`config.mk`:
```
export PLATFORM = sky130hd
export DESIGN_NAME = mix_pipe
export DESIGN_NICKNAME = d
export VERILOG_FILES = /design/src/rtl/mix_pkg.sv /design/src/rtl/mix_stage.sv /design/src/rtl/mix_pipe.sv
export SDC_FILE = /design/constraint.sdc
export NUM_CORES = 1
export LEC_CHECK = 0
export BUFFER_PORTS_ARGS = -buffer_cell sky130_fd_sc_hd__buf_2
export CAP_MARGIN = 20
export CORE_UTILIZATION = 50
export DETAILED_ROUTE_END_ITERATION = 12
export GPL_TIMING_DRIVEN = 0
export MAX_ROUTING_LAYER = met4
export PLACE_DENSITY_LB_ADDON = 0.12
export SLEW_MARGIN = 20
export SYNTH_ARGS = -nofsm -noshare
export SYNTH_HDL_FRONTEND = slang
export SYNTH_SLANG_ARGS = --single-unit
```
`constraint.sdc`:
```
create_clock -name clk -period 6.4 [get_ports clk]
set_input_delay 1.28 -clock clk [delete_from_list [all_inputs] [get_ports clk]]
set_output_delay 1.28 -clock clk [all_outputs]
set_load 0.02 [all_outputs]
```
`src/rtl/mix_pkg.sv`:
```
// rtl/mix_pkg.sv - shared frame-state type and mode constants for mix_pipe
package mix_pkg;

  typedef enum logic {
    MIX_IDLE = 1'b0,
    MIX_OPEN = 1'b1
  } mix_state_t;

  localparam logic MIX_PASS  = 1'b0;
  localparam logic MIX_ACCUM = 1'b1;

endpackage

```
`src/rtl/mix_stage.sv`:
```
// rtl/mix_stage.sv - one elastic valid/ready register stage
// Accepts a new word whenever empty or when its current word leaves in the same cycle.
module mix_stage #(
  parameter int W = 8
) (
  input  logic         clk,
  input  logic         reset,
  input  logic         in_valid,
  output logic         in_ready,
  input  logic [W-1:0] in_data,
  output logic         out_valid,
  input  logic         out_ready,
  output logic [W-1:0] out_data
);

  logic         r_valid;
  logic [W-1:0] r_data;

  assign in_ready  = !r_valid || out_ready;
  assign out_valid = r_valid;
  assign out_data  = r_data;

  // Data only changes on a load, so a stalled word stays stable at the output.
  always_ff @(posedge clk or posedge reset) begin
    if (reset) begin
      r_valid <= 1'b0;
      r_data  <= '0;
    end else if (in_ready) begin
      r_valid <= in_valid;
      if (in_valid) begin
        r_data <= in_data;
      end
    end
  end

endmodule

```
`src/rtl/mix_pipe.sv`:
```
// rtl/mix_pipe.sv - lane-wise XOR combiner with frame accumulation and elastic output pipe
// Parity is formed next to the result at stage 0 and carried down the pipe with it.
module mix_pipe
  import mix_pkg::*;
#(
  parameter int WIDTH = 8,
  parameter int LANES = 4,
  parameter int DEPTH = 2
) (
  input  logic                   clk,
  input  logic                   reset,
  input  logic                   in_valid,
  output logic                   in_ready,
  input  logic [LANES*WIDTH-1:0] in_a,
  input  logic [LANES*WIDTH-1:0] in_b,
  input  logic                   in_mode,
  input  logic                   in_last,
  output logic                   out_valid,
  input  logic                   out_ready,
  output logic [LANES*WIDTH-1:0] out_q,
  output logic [LANES-1:0]       out_parity,
  output logic                   out_err
);

  localparam int DW = LANES * WIDTH;
  localparam int SW = DW + LANES + 1;

  mix_state_t       r_state;
  logic [DW-1:0]    r_acc;

  logic [DW-1:0]    w_mix;
  logic [LANES-1:0] w_par;
  logic             w_emit;
  logic             w_err;
  logic             w_accept;
  logic [DEPTH:0]   w_valid;
  logic [SW-1:0]    w_data [0:DEPTH];

  // r_acc is zero while IDLE, so one expression covers every emitting case.
  assign w_mix    = r_acc ^ in_a ^ in_b;
  assign w_emit   = !((in_mode == MIX_ACCUM) && !in_last);
  assign w_err    = (in_mode == MIX_PASS) && (r_state == MIX_OPEN);
  assign w_accept = in_valid && in_ready;

  always_comb begin
    w_par = '0;
    for (int i = 0; i < LANES; i++) begin
      w_par[i] = ^w_mix[i*WIDTH +: WIDTH];
    end
  end

  assign w_valid[0] = in_valid && w_emit;
  assign w_data[0]  = {w_err, w_par, w_mix};

  // Each stage keeps its own ready wire so the backward chain is not one self-dependent vector.
  for (genvar k = 0; k < DEPTH; k++) begin : g_stage
    logic w_in_ready;
    logic w_out_ready;

    if (k == DEPTH - 1) begin : g_last
      assign w_out_ready = out_ready;
    end else begin : g_mid
      assign w_out_ready = g_stage[k+1].w_in_ready;
    end

    mix_stage #(
      .W(SW)
    ) u_stage (
      .clk      (clk),
      .reset    (reset),
      .in_valid (w_valid[k]),
      .in_ready (w_in_ready),
      .in_data  (w_data[k]),
      .out_valid(w_valid[k+1]),
      .out_ready(w_out_ready),
      .out_data (w_data[k+1])
    );
  end

  assign in_ready  = g_stage[0].w_in_ready;
  assign out_valid = w_valid[DEPTH];
  assign {out_err, out_parity, out_q} = w_data[DEPTH];

  always_ff @(posedge clk or posedge reset) begin
    if (reset) begin
      r_acc   <= '0;
      r_state <= MIX_IDLE;
    end else if (w_accept) begin
      if (!w_emit) begin
        r_acc   <= w_mix;
        r_state <= MIX_OPEN;
      end else begin
        r_acc   <= '0;
        r_state <= MIX_IDLE;
      end
    end
  end

endmodule

```
==> flow_summary.ini <==
[timing]
fin_crit_sh_pct = 48.6
slew_headroom_pct = 54.8
layout_min_cycle_time_ns = 3.11
fmax_ghz = 0.321
postLayoutSetupSlackWorst_ns = 3.29
skew_ns = 0.0149
rsz0062_at_grt = false
slew_violations = 0
setup_viol = 0
tns_ns = 0
hold_viol_final = 0
worst_pin_slew_ns = 0.678

[setup_path]
slowest_stage = nand3b_1
rr_startpoint = g_stage[0].u_stage.out_valid$_DFFE_PP0N_
cp_top_family = buffers and inverters
r2r_cells = 6
worst_setup_path_end_kind = output port
worst-path-buf-inv = 2
path_cells = buf_2, nand3b_1, buf_2
r2r_slack_ns = 4.30
slowest_delay_ns = 0.24
r2r-end = g_stage[0].u_stage.out_data[7]$_DFFE_PP0P_
worst-path-max-fanout = 5
crit_top_cell = buf_2
cp.required_ns = 5.12
path_class = input pin to output port
cp-start-kind = input pin
cp.arrival_ns = 1.83

[floorplanning]
die_x_um = 106
top_level_ports = 109
dieHeight_um = 106
die_area_um2 = 11200
coreArea_um2 = 10400
num_rows = 37
start_util_pct = 51.8

[placed_design]
hpwl_um = 7960
place_area_um2 = 6120
portBuffers = 108
place_ws_ns = 3.22
dp_cells = 700
finalWeightedCongestion = 0.756

[synthesis]
synth-edff-count = 0
synth_mux_area_share_pct = 11.9
synth_compound_area_share_pct = 8.03
synth_top_family_by_area = XOR/XNOR gates
synth_nets = 525
synth-seq-cells = 109
ys.flop_type = dfrtp_1
yosysSeqAreaShare_pct = 50.8
synth.avg_cell_area_um2 = 11.8
synth_simple_gate_area_share_pct = 6.64
ys_types = 25
syn_inst = 455
synthArstFlopShare_pct = 100
synthXorXnorAreaFrac_pct = 20.3
synth_warnings = 0
netlist_area_um2 = 5370
synth_fa_ha_area_share_pct = 0

[clocking]
htree_levels = 3
clkSinkCount = 109
path_clk_slew_ns = 0.09
cts.hold.buffers_added = 0
ctsResizeCount = 0
clock_path_buffers = 2
numCtsBuffers = 9
cts_tree = yes
post_cts_buffers = 0
insertion_delay_ns = 0.37
root_buffer = clkbuf_8

[run]
max-cap-violations = 0

[drt]
routed_wl_um = 11000
first_pass_iters = 4
drtIter0Drc = 102
drcViolationCount = 0
ant_nets = 0
via_per_inst = 5.16
vias = 3689
routedWlPerCell_um = 15.4

[grt]
grtUsageTotal_pct = 21.9
grt_pass1_wl_um = 18200
antenna_found_initial = 0
grt_max_degree = 74
grt_pass1_vias = 3777
grt_overflow = 0

[power]
pwr_density_cell_nw_per_um2 = 361
p_leak_nw = 3.03
ir_worst_vdd_mv = 0.169
total_power_mw = 2.29

[worst_hold_path]
hold_end = g_stage[0].u_stage.out_data[29]$_DFFE_PP0P_
holdPathStages = 2
hold_class = register to register
hold_start = g_stage[0].u_stage.out_data[29]$_DFFE_PP0P_

[finish]
stdcell_count = 715
drive_gt1_share_pct = 32.5
synthToLayoutAreaGrowth_pct = 18.2
num_antenna_cells = 0
design_area_um2 = 6350
fillers = 890
nets = 645

[status]
outcome = completed
area by class of cell:
type,instances,area (µm²),area share (%)
multi-input cells,314,2520,39.7
well taps,136,170,2.68
clock inverters,3,67.6,1.06
flip-flops and latches,109,2730,43.0
inverters,14,57.6,0.906
plain buffers,18,70.1,1.10
repair buffers,109,568,8.95
clock buffers,12,165,2.60
cell usage after synthesis (all sizes together) (2+ instances only):
library cell / n / area share (%)
a21o: 10 / 1.4
buf: 2 / 0.19
clkbuf: 16 / 1.1
dfrtp: 109 / 51
inv: 14 / 0.98
mux2: 57 / 12
nand2: 70 / 4.9
nand2b: 2 / 0.23
nor3: 10 / 0.93
o21ai: 49 / 4.6
o31ai: 12 / 1.7
xnor2: 65 / 11
xnor3: 15 / 6.3
xor2: 16 / 2.6
layer usage:
layer	vias to the layer above	wire length (µm)	track usage, %	share of wire (%)
li1	1755	-	-	-
met4	0	213	9.33	1.9
met2	94	5240	33.8	47
met1	1821	5130	28.8	46
met3	19	454	3.77	4.1
met5	-	0	-	0
stage by stage:
stage / utilization (%) / hold WS (ns)
global placement: 58.7 / 0.461
detailed placement: 59.0 / 0.467
floorplan: - / 0.446
finish: 61.2 / 0.485
global route: 61.2 / 0.508
CTS: 61.2 / 0.490
how the worst max path moves through the flow:
| stage | startpoint | to | cells after the start |
|---|---|---|---|
| 2_1_floorplan | reset | g_stage[0].u_stage.out_data[0]$_DFFE_PP0P_ | 1 |
| 3_3_place_gp | reset | g_stage[1].u_stage.out_data[13]$_DFFE_PP0P_ | 2 |
| 3_5_place_dp | out_ready | g_stage[0].u_stage.out_data[7]$_DFFE_PP0P_ | 7 |
| 4_1_cts | out_ready | in_ready | 3 |
| 5_1_grt | out_ready | in_ready | 3 |
| 6_report | out_ready | in_ready | 3 |
placed cells by master (no fill, tap or decap), types with 2 or more instances in the layout:
cell,count
a21o_1,10
clkbuf_1,16
buf_2,110
mux2_2,57
o21ai_1,2
nor3_1,10
xnor2_1,62
o21ai_0,46
bufinv_16,2
xor2_1,16
nand2b_1,2
inv_1,13
o31ai_1,12
nand2_1,70
clkbuf_8,12
xnor2_2,3
dfrtp_1,109
xnor3_1,15
power breakdown:
part | internal, mW | leakage (nW) | switching (mW)
clock | 0.251 | 0.115 | 0.228
combinational | 0.401 | 1.56 | 0.410
sequential | 0.891 | 1.36 | 0.111
logic make-up after synthesis:
family | after synthesis
simple gates | 87
compound gates | 73
mux | 57
xor+xnor | 97
buf+inv | 32
flops | 109
flip-flops by register name, indices dropped and copies added, names as in the netlist:
| name | count |
|---|---|
| r_acc | 32 |
| g_stage.u_stage.out_valid | 2 |
| g_stage.u_stage.out_data | 74 |
| r_state | 1 |
worst min-delay path, stage by stage (launching register included):
cell     delay [ns]
dfrtp_1        0.35
nand2_1        0.04
o21ai_0        0.06
(Power assumes the default switching activity.)
